## src/rtl/note_sequencer_if.sv

```systemverilog
// Recording-memory read port: request/acknowledge handshake between the
// playback sequencer (master) and the recording store (slave).
interface note_sequencer_if #(
    parameter int unsigned ADDR_W = 8
);
    logic              mem_req;
    logic [ADDR_W-1:0] mem_addr;
    logic              mem_ack;
    logic [5:0]        mem_data;

    modport master (output mem_req, mem_addr, input mem_ack, mem_data);
    modport slave  (input mem_req, mem_addr, output mem_ack, mem_data);
endinterface

```

## src/rtl/note_sequencer.sv

```systemverilog
// Playback scheduler and voice arbiter for the single amplifier voice.
// Optional feature: NOTE_SEQUENCER_PREEMPT_EN lets a live key abort playback.
module note_sequencer #(
    parameter int unsigned TICK_DIV = 25000000,
    parameter int unsigned ADDR_W   = 8
) (
    input  logic              clk,
    input  logic              rst_n,
    input  logic              live_valid,
    input  logic [5:0]        live_code,
    input  logic              pb_start,
    input  logic              pb_stop,
    input  logic [ADDR_W-1:0] rec_len,
    note_sequencer_if.master  mem,
    output logic [2:0]        voice_octave,
    output logic [2:0]        voice_note,
    output logic              busy,
    output logic              done
);

    typedef enum logic [1:0] {IDLE, FETCH, PLAY} state_t;

    state_t            state, state_nxt;
    logic [ADDR_W-1:0] idx, len_q;
    logic [31:0]       tick;
    logic              stop_pend;
    logic [5:0]        voice;
    logic              preempt, abort, start_ok, last_tick, last_entry;
    logic [5:0]        abort_voice;

`ifdef NOTE_SEQUENCER_PREEMPT_EN
    logic [5:0] pend_voice;
    assign preempt     = live_valid && (live_code[2:0] != 3'd0);
    // A live key wins over a plain stop; a bare pending stop keeps what was latched.
    assign abort_voice = preempt ? live_code : (pb_stop ? 6'd0 : pend_voice);
`else
    assign preempt     = 1'b0;
    assign abort_voice = 6'd0;
`endif

    assign abort      = pb_stop | preempt;
    assign start_ok   = pb_start & ~pb_stop;
    assign last_tick  = (tick == TICK_DIV - 32'd1);
    assign last_entry = (ADDR_W'(idx + 1'b1) == len_q);

    always_ff @(posedge clk or negedge rst_n) begin
        if (!rst_n) state <= IDLE;
        else        state <= state_nxt;
    end

    always_comb begin
        state_nxt = state;
        case (state)
            IDLE:    if (start_ok && rec_len != '0) state_nxt = FETCH;
            FETCH:   if (mem.mem_ack) state_nxt = (stop_pend | abort) ? IDLE : PLAY;
            PLAY:    if (abort) state_nxt = IDLE;
                     else if (last_tick) state_nxt = last_entry ? IDLE : FETCH;
            default: state_nxt = IDLE;
        endcase
    end

    always_comb begin
        mem.mem_req  = (state == FETCH);
        mem.mem_addr = idx;
        busy         = (state != IDLE);
        voice_octave = voice[5:3];
        voice_note   = voice[2:0];
    end

    always_ff @(posedge clk or negedge rst_n) begin
        if (!rst_n) begin
            idx        <= '0;
            len_q      <= '0;
            tick       <= '0;
            stop_pend  <= 1'b0;
            voice      <= '0;
            done       <= 1'b0;
`ifdef NOTE_SEQUENCER_PREEMPT_EN
            pend_voice <= '0;
`endif
        end else begin
            done <= 1'b0;
            case (state)
                IDLE: begin
                    if (start_ok) begin
                        len_q <= rec_len;
                        idx   <= '0;
                        voice <= '0;
                        done  <= (rec_len == '0);
                    end else if (live_valid) begin
                        voice <= live_code;
                    end
                end
                FETCH: begin
                    // Address stays put until the ack even when aborting.
                    if (mem.mem_ack) begin
                        stop_pend <= 1'b0;
                        if (stop_pend | abort) begin
                            voice <= abort_voice;
                        end else begin
                            voice <= mem.mem_data;
                            tick  <= '0;
                        end
                    end else if (abort) begin
                        stop_pend  <= 1'b1;
`ifdef NOTE_SEQUENCER_PREEMPT_EN
                        pend_voice <= abort_voice;
`endif
                    end
                end
                PLAY: begin
                    tick <= tick + 32'd1;
                    if (abort) begin
                        voice <= abort_voice;
                    end else if (last_tick) begin
                        if (last_entry) begin
                            voice <= '0;
                            done  <= 1'b1;
                        end else begin
                            idx <= idx + 1'b1;
                        end
                    end
                end
                default: ;
            endcase
        end
    end

endmodule

```

## src/flat_wrapper.sv

```systemverilog
// flat-port wrapper written by rule: the top's interface ports become plain ports
module note_sequencer_flat 
#(
    parameter int unsigned TICK_DIV = 25000000,
    parameter int unsigned ADDR_W   = 8
)
  (clk, rst_n, live_valid, live_code, pb_start, pb_stop, rec_len, voice_octave, voice_note, busy, done, mem_mem_req, mem_mem_addr, mem_mem_ack, mem_mem_data);
  note_sequencer_if #(.ADDR_W(ADDR_W)) mem_i ();
  input  logic clk;
  input  logic rst_n;
  input  logic live_valid;
  input  logic [5:0] live_code;
  input  logic pb_start;
  input  logic pb_stop;
  input  logic [ADDR_W-1:0] rec_len;
  output logic [2:0] voice_octave;
  output logic [2:0] voice_note;
  output logic busy;
  output logic done;
  output wire logic [$bits(mem_i.mem_req)-1:0] mem_mem_req;
  output wire logic [$bits(mem_i.mem_addr)-1:0] mem_mem_addr;
  input wire logic [$bits(mem_i.mem_ack)-1:0] mem_mem_ack;
  input wire logic [$bits(mem_i.mem_data)-1:0] mem_mem_data;
  assign mem_mem_req = mem_i.mem_req;
  assign mem_mem_addr = mem_i.mem_addr;
  assign mem_i.mem_ack = mem_mem_ack;
  assign mem_i.mem_data = mem_mem_data;
  note_sequencer #(.TICK_DIV(TICK_DIV), .ADDR_W(ADDR_W)) u_core (.clk(clk), .rst_n(rst_n), .live_valid(live_valid), .live_code(live_code), .pb_start(pb_start), .pb_stop(pb_stop), .rec_len(rec_len), .mem(mem_i), .voice_octave(voice_octave), .voice_note(voice_note), .busy(busy), .done(done));
endmodule
```

## config.mk

```make
export PLATFORM = sky130hd
export DESIGN_NAME = note_sequencer_flat
export DESIGN_NICKNAME = d
export VERILOG_FILES = /design/src/rtl/note_sequencer_if.sv /design/src/rtl/note_sequencer.sv /design/src/flat_wrapper.sv
export SDC_FILE = /design/constraint.sdc
export NUM_CORES = 1
export LEC_CHECK = 0
export BUFFER_PORTS_ARGS = -buffer_cell sky130_fd_sc_hd__clkbuf_2
export CAP_MARGIN = 20
export CORE_MARGIN = 5
export CORE_UTILIZATION = 46
export CTS_BUF_LIST = sky130_fd_sc_hd__clkbuf_4 sky130_fd_sc_hd__clkbuf_8
export CTS_CLUSTER_DIAMETER = 60
export DETAILED_ROUTE_END_ITERATION = 16
export HOLD_SLACK_MARGIN = 0.12
export PLACE_DENSITY = 0.68
export SYNTH_ARGS = -nofsm -noshare
export SYNTH_HDL_FRONTEND = slang
export SYNTH_SLANG_ARGS = --single-unit
```

## constraint.sdc

```tcl
create_clock -name clk -period 3.3 [get_ports clk]
set_input_delay 0.33 -clock clk [delete_from_list [all_inputs] [get_ports clk]]
set_output_delay 0.33 -clock clk [all_outputs]
set_load 0.005 [all_outputs]
```

-- Word level (Yosys, flattened, before mapping)
Cells that the tools add are included.
- bits in registers: 58
- word-level logic and storage cells: 71
- output and inout bits: 17
- input bits: 26
- reduce and logical (&&, ||, !) cells: 15
- bitwise logic cells: 3
- equality and inequality tests: 14
- $add $sub $neg: 2
- muxes and demuxes: 30
- operator list (operator ; count):
    2-to-1 mux 32 bit ; 2
    case mux 32 bit (2 select lines) ; 1
    2-to-1 mux 6 bit ; 7
    adder 32 x 1 -> 32 bit, second input constant ; 1
    == test 32 x 25 -> 1 bit, second input constant ; 1
    2-to-1 mux 8 bit ; 4
    case mux 6 bit (3 select lines) ; 1
    case mux 8 bit (2 select lines) ; 1
    2-to-1 mux 2 bit ; 5
    AND reduction 5 bit ; 2
    != test 3 x 2 -> 1 bit, second input constant ; 3
    adder 8 x 1 -> 8 bit, second input constant ; 1
    == test 8 bit ; 1
    zero test 8 bit ; 1
    != test 2 x 1 -> 1 bit, second input constant ; 4
    nonzero test 2 bit ; 4
    nonzero test 8 bit ; 1
    2-to-1 mux 1 bit ; 7
    != test 2 bit, second input constant ; 3
    case mux 2 bit (3 select lines) ; 1
    AND reduction 3 bit ; 2
    AND reduction 2 bit ; 2
    nonzero test 3 bit ; 1
    == test 2 x 1 -> 1 bit, second input constant ; 1
    7 further kinds ; 7

-- Logic depth before layout (Yosys ltp)
- depth after elaboration: 6
- gate-level depth with buffers: 9
- mapped depth without buffers: 9

-- Least setup slack after synthesis
OpenSTA, ideal clock, no wires.
- path type: register -> register
- start point: register u_core.idx[0] (netlist: u_core.mem.mem_addr[0])
- end point: register u_core.voice[0]
- setup slack: 970 ps
- arrival: 2205 ps
- cell stages (with the launch flop): 8
- clock period less this slack: 2330 ps
- library setup time: 125 ps
- data required time: 3175 ps
- path through: dfrtp_1 > ha_1 > xor2_1 > nor3_1 > o2111a_2 > nand2_4 > a2111oi_4 > mux2_2
- word-level cells in the longest chain between the ends: 4
- RTL lines (item ; RTL line ; source):
    start: declaration ; note_sequencer.sv:24 ; logic [ADDR_W-1:0] idx, len_q;
    start signal: assignment ; note_sequencer.sv:120 ; idx <= idx + 1'b1;
    adder 8 x 1 -> 8 bit ; note_sequencer.sv:44 ; assign last_entry = (ADDR_W'(idx + 1'b1) == len_q);
    == test 8 bit ; note_sequencer.sv:44 ;
    != test 3 x 2 -> 1 bit (no source line) ; -- ;
    AND reduction 5 bit (no source line) ; -- ;
    end signal: assignment ; note_sequencer.sv:91 ; voice <= live_code;
    end signal: assignment ; note_sequencer.sv:99 ; voice <= abort_voice;
    end signal: assignment ; note_sequencer.sv:101 ; voice <= mem.mem_data;
    end: declaration ; note_sequencer.sv:27 ; logic [5:0] voice;
Every way passes these cells.
A chain may end at the register's enable or synchronous reset.

-- Worst setup path in the final report
- start point: register u_core.state[1]
- end point: register u_core.tick[26]
- word-level cells in the longest chain between the ends: 3
- elaborated cells between the ends (all ways): 7
- classes of those cells: eq/ne (4); mux (1); reduce/logical (2)
- RTL lines (item ; RTL line ; source):
    start: declaration ; note_sequencer.sv:23 ; state_t state, state_nxt;
    start signal: assignment ; note_sequencer.sv:48 ; else state <= state_nxt;
    == test 2 x 1 -> 1 bit / == test 2 bit (equally long branches) ; note_sequencer.sv:83 ; case (state)
    != test 2 bit (no source line) (tied with other cells) ; -- ;
    AND reduction 3 bit (no source line) ; -- ;
    end signal: assignment ; note_sequencer.sv:112 ; tick <= tick + 32'd1;
    end: declaration ; note_sequencer.sv:25 ; logic [31:0] tick;
Parallel ways exist; a longest one is shown, timed or not.

==> out/qor.csv <==
stage;metric;value;unit
run_status;status;finished clean;
clocking;H-Tree Depth;3;
clocking;worst skew pair latency;0.34;ns
clocking;post-cts repair resize count;0;
global_routing;initial antenna violation count;0;
logic_synthesis;post-synthesis register bit count;58;
sta;final setup fails;0;
power_and_ir_drop;Net Sw Frac;30.4;%
setup_path;CP top delay family;simple AND/OR/NAND/NOR gates;
clocking;Post-CTS Hold Buffers;0;
power_and_ir_drop;Lkg Pwr;1.78;nW
sta;Post-Route Skew;0.00994;ns
finish;layout cells sized above 1;23.1;%
setup_path;CP bufs+invs;1;
finish;n_diodes;0;
setup_path;WS Path Type;reg2reg;
global_routing;first-pass GRT wire length;12200;um
global_routing;grt ovf;0;
logic_synthesis;Post-synth EDFFs;0;
detailed_routing;drc violations;0;
sta;Min Clock Period, post-route;2.60;ns
logic_synthesis;simple-gate area share of the yosys netlist;25.3;%
finish;Layout Nets;418;
setup_path;critical path's slowest cell;nor4_1;
clocking;Clk pin slew, worst setup/hold paths;0.07;ns
logic_synthesis;Synth Cell Area;3300;um2
setup_path;CP arrival;2.82;ns
global_routing;pin count of the biggest net entering global routing;59;
place;dpl hpwl;4960;um
power_and_ir_drop;sw power;0.000647;W
place;Final Wtd Congestion;0.813;
detailed_routing;drt first pass iters;5;
clocking;CTS Buf Count;9;
die;Chip Width;94.7;um
power_and_ir_drop;power per cell area;560;nW/um2
setup_path;worst-path maximum fanout;8;
finish;# fillers;616;
power_and_ir_drop;Gate power share;27.0;%
setup_path;worst-path cell chain;inv_1, ha_1, and4bb_2, o21ba_2, nand2_1, nor4_1, nand4_1, xor2_1, nor2_1;
logic_synthesis;share of the synthesized area in the top cell type;44.0;%
worst_hold_path;Hold WC Path Type;in2async;
power_and_ir_drop;Final Power;0.00213;W
power_and_ir_drop;Worst VDD drop;266;uV
logic_synthesis;Synth area leaders;dfrtp_1, xor2_1, mux2_2;
clocking;root buffer cell;clkbuf_8;
detailed_routing;routed vias/inst;5.34;
die;Site Rows;30;
die;die area;8960;um2
power_and_ir_drop;Flop pwr share;42.7;%
logic_synthesis;warning count from the yosys run;0;
detailed_routing;Post-Route WL;6960;um
sta;setup TNS;0;ns
logic_synthesis;Synth Area in XOR/XNOR;9.83;%
sta;maximum clock frequency;0.384;GHz
clocking;clk sinks;58;
power_and_ir_drop;internal cell power;0.00148;W
logic_synthesis;Post-Synthesis Cells;338;
detailed_routing;WL/cell;14.4;um
clocking;CTS Buffer Depth;2;
logic_synthesis;Netlist cell types;58;
sta;worst-margin pin slew;0.728;ns
global_routing;number of global-route vias before repair;2641;
logic_synthesis;mux share of post-synthesis cell area;6.00;%
logic_synthesis;area leader, netlist;dfrtp_1;
clocking;TritonCTS clock tree;done;
sta;Fin. Hold Viols;0;
clocking;postcts setup bufs;0;
die;core area;6870;um2
power_and_ir_drop;Clk pwr share;30.2;%
logic_synthesis;Async S/R FF share, synth;100;%
logic_synthesis;Syn Nets;371;
logic_synthesis;Synth Area in Compound Gates;9.83;%
logic_synthesis;main combinational cell family by area after synthesis;simple AND/OR/NAND/NOR gates;
run;Max Cap Violations;0;
setup_path;largest stage delay on the critical path;0.61;ns
detailed_routing;antenna viol nets, final;0;
detailed_routing;Vias;2591;
die;Boundary Pins;43;
finish;sequential cell area;1450;um2
logic_synthesis;ys flop type;dfrtp_1;
place;PortBufs;42;
sta;final worst path period share;78.9;%
setup_path;Critical Path RT;3.51;ns
setup_path;Worst Setup End Kind;flip-flop;
sta;RSZ-0062 raised after global routing;no;
detailed_routing;drt first-iter violations;88;
logic_synthesis;Seq/Total Area, Yosys;44.0;%
sta;Max transition margin;51.5;%
logic_synthesis;syn_area_per_cell;9.75;um2
finish;Area growth, synth to finish;15.4;%
sta;Pins Over Slew Limit;0;
setup_path;CP Launch Type;flip-flop;
die;chip height;94.7;um
die;Initial Util;48.0;%
finish;Multi-input gate area;1770;um2
global_routing;gr usage total;17.4;%
logic_synthesis;Adder-Cell Fraction of Synth Area;2.66;%
==> kinds of logic after synthesis <==
group / count (synthesis)
muxes: 18
DFF: 58
xor gates and xnor gates: 37
AOI/OAI and AO/OA: 42
adders and majority gates: 7
and+or+nand+nor: 159
buffers and inverters: 17
==> stage by stage <==
| step | hold slack [ns] | setup WS (ns) | utilization, % | instances | instance area [um2] |
|---|---|---|---|---|---|
| 3_5_place_dp | 0.495 | 0.681 | 52.6 | 470 | 3610 |
| 6_report | 0.130 | 0.695 | 55.4 | 485 | 3800 |
| 2_1_floorplan | 0.0344 | 0.970 | - | 338 | 3300 |
| 3_3_place_gp | 0.490 | 0.706 | 52.6 | 470 | 3610 |
| 5_1_grt | 0.198 | 0.379 | 55.4 | 485 | 3800 |
| 4_1_cts | 0.148 | 0.670 | 55.4 | 485 | 3800 |
==> registers in the layout (all words and copies together) (netlist names) <==
| signal | cells |
|---|---|
| u_core.mem.mem_addr | 8 |
| u_core.done | 1 |
| u_core.stop_pend | 1 |
| u_core.tick | 32 |
| u_core.state | 2 |
| u_core.voice | 6 |
| u_core.len_q | 8 |
==> layer usage <==
layer,up-vias,share of wire (%),GRT usage [%]
met3,15,5.2,4.70
met4,0,2.0,7.69
li1,1293,-,-
met2,65,46,27.4
met5,-,0,0
met1,1218,47,22.4
==> worst register-to-register path: cells and delay by family (launching register included) <==
family | cells | cell delay [ns]
and+or+nand+nor | 5 | 1.29
xor gates and xnor gates | 1 | 0.16
buffers and inverters | 1 | 0.10
adders and majority gates | 1 | 0.29
AOI/OAI and AO/OA | 1 | 0.19
DFF | 1 | 0.43
==> power groups by stage <==
stage / registers [W] / clock network [W] / logic [W]
6_report: 0.000910 / 0.000644 / 0.000575
5_1_grt: 0.000925 / 0.000705 / 0.000651
4_1_cts: 0.000909 / 0.000671 / 0.000585
3_5_place_dp: 0.000921 / 0 / 0.000582
3_3_place_gp: 0.000914 / 0 / 0.000577
2_1_floorplan: 0.000899 / 0 / 0.000433
==> cell type report <==
type	instances	share of cell area [%]
well taps	96	3.16
clock inverters	3	1.05
multi-input cells	263	46.6
flip-flops and latches	58	38.2
inverters	7	0.691
clock buffers	12	4.01
repair buffers	46	6.32
==> path summary, 6_finish.rpt <==
path	from	endpoint	slack, ns	cells after the start
worst min-delay path	rst_n	u_core.mem.mem_addr[3]$_DFFE_PN0P_	0.13	2
max in group asynchronous	rst_n	u_core.state[1]$_DFFE_PN0P_	2.68	2
worst max register to register	u_core.state[1]$_DFFE_PN0P_	u_core.tick[26]$_DFFE_PN0P_	0.70	9
worst min register to register	u_core.voice[2]$_DFFE_PN0P_	u_core.voice[2]$_DFFE_PN0P_	0.51	1
worst max-delay path	u_core.state[1]$_DFFE_PN0P_	u_core.tick[26]$_DFFE_PN0P_	0.70	9
min in group clk	rec_len[4]	u_core.len_q[4]$_DFFE_PN0P_	0.23	2
==> placed cells by master (no fill, tap or decap), types with 2 or more instances in the layout <==
| cell | instances |
|---|---|
| dfrtp_1 | 58 |
| a21o_1 | 3 |
| nor3_1 | 7 |
| nor2b_1 | 2 |
| xnor2_1 | 9 |
| nor2_1 | 39 |
| o31ai_1 | 2 |
| buf_4 | 4 |
| clkbuf_4 | 2 |
| and2_1 | 2 |
| o21ai_0 | 6 |
| nand3_1 | 20 |
| xor2_1 | 28 |
| nand4_1 | 10 |
| nor4_1 | 5 |
| mux2i_1 | 4 |
| a22o_1 | 6 |
| ha_1 | 7 |
| nor4b_1 | 2 |
| o211ai_1 | 3 |
| clkbuf_8 | 10 |
| o22ai_1 | 3 |
| clkbuf_2 | 42 |
| mux2_2 | 14 |
| or4_1 | 5 |
| and3_1 | 5 |
| inv_1 | 7 |
| nand2_1 | 37 |
| clkinv_2 | 2 |
| and4_1 | 3 |
| a21oi_1 | 8 |
| or3_1 | 3 |
| nand2b_1 | 5 |
==> cells in the mapped netlist (all sizes together) (3+ instances only) <==
cell    count
dfrtp      58
nor2       39
nand2      38
xor2       28
nand3      20
mux2       14
nand4      10
xnor2       9
a21oi       8
ha          7
inv         7
nor3        7
o21ai       7
a22o        6
and3        6
clkbuf      6
nor4        6
or4         6
nand2b      5
and4        4
buf         4
mux2i       4
a21o        3
o211ai      3
o22ai       3
or3         3
(Power assumes the default switching activity.)
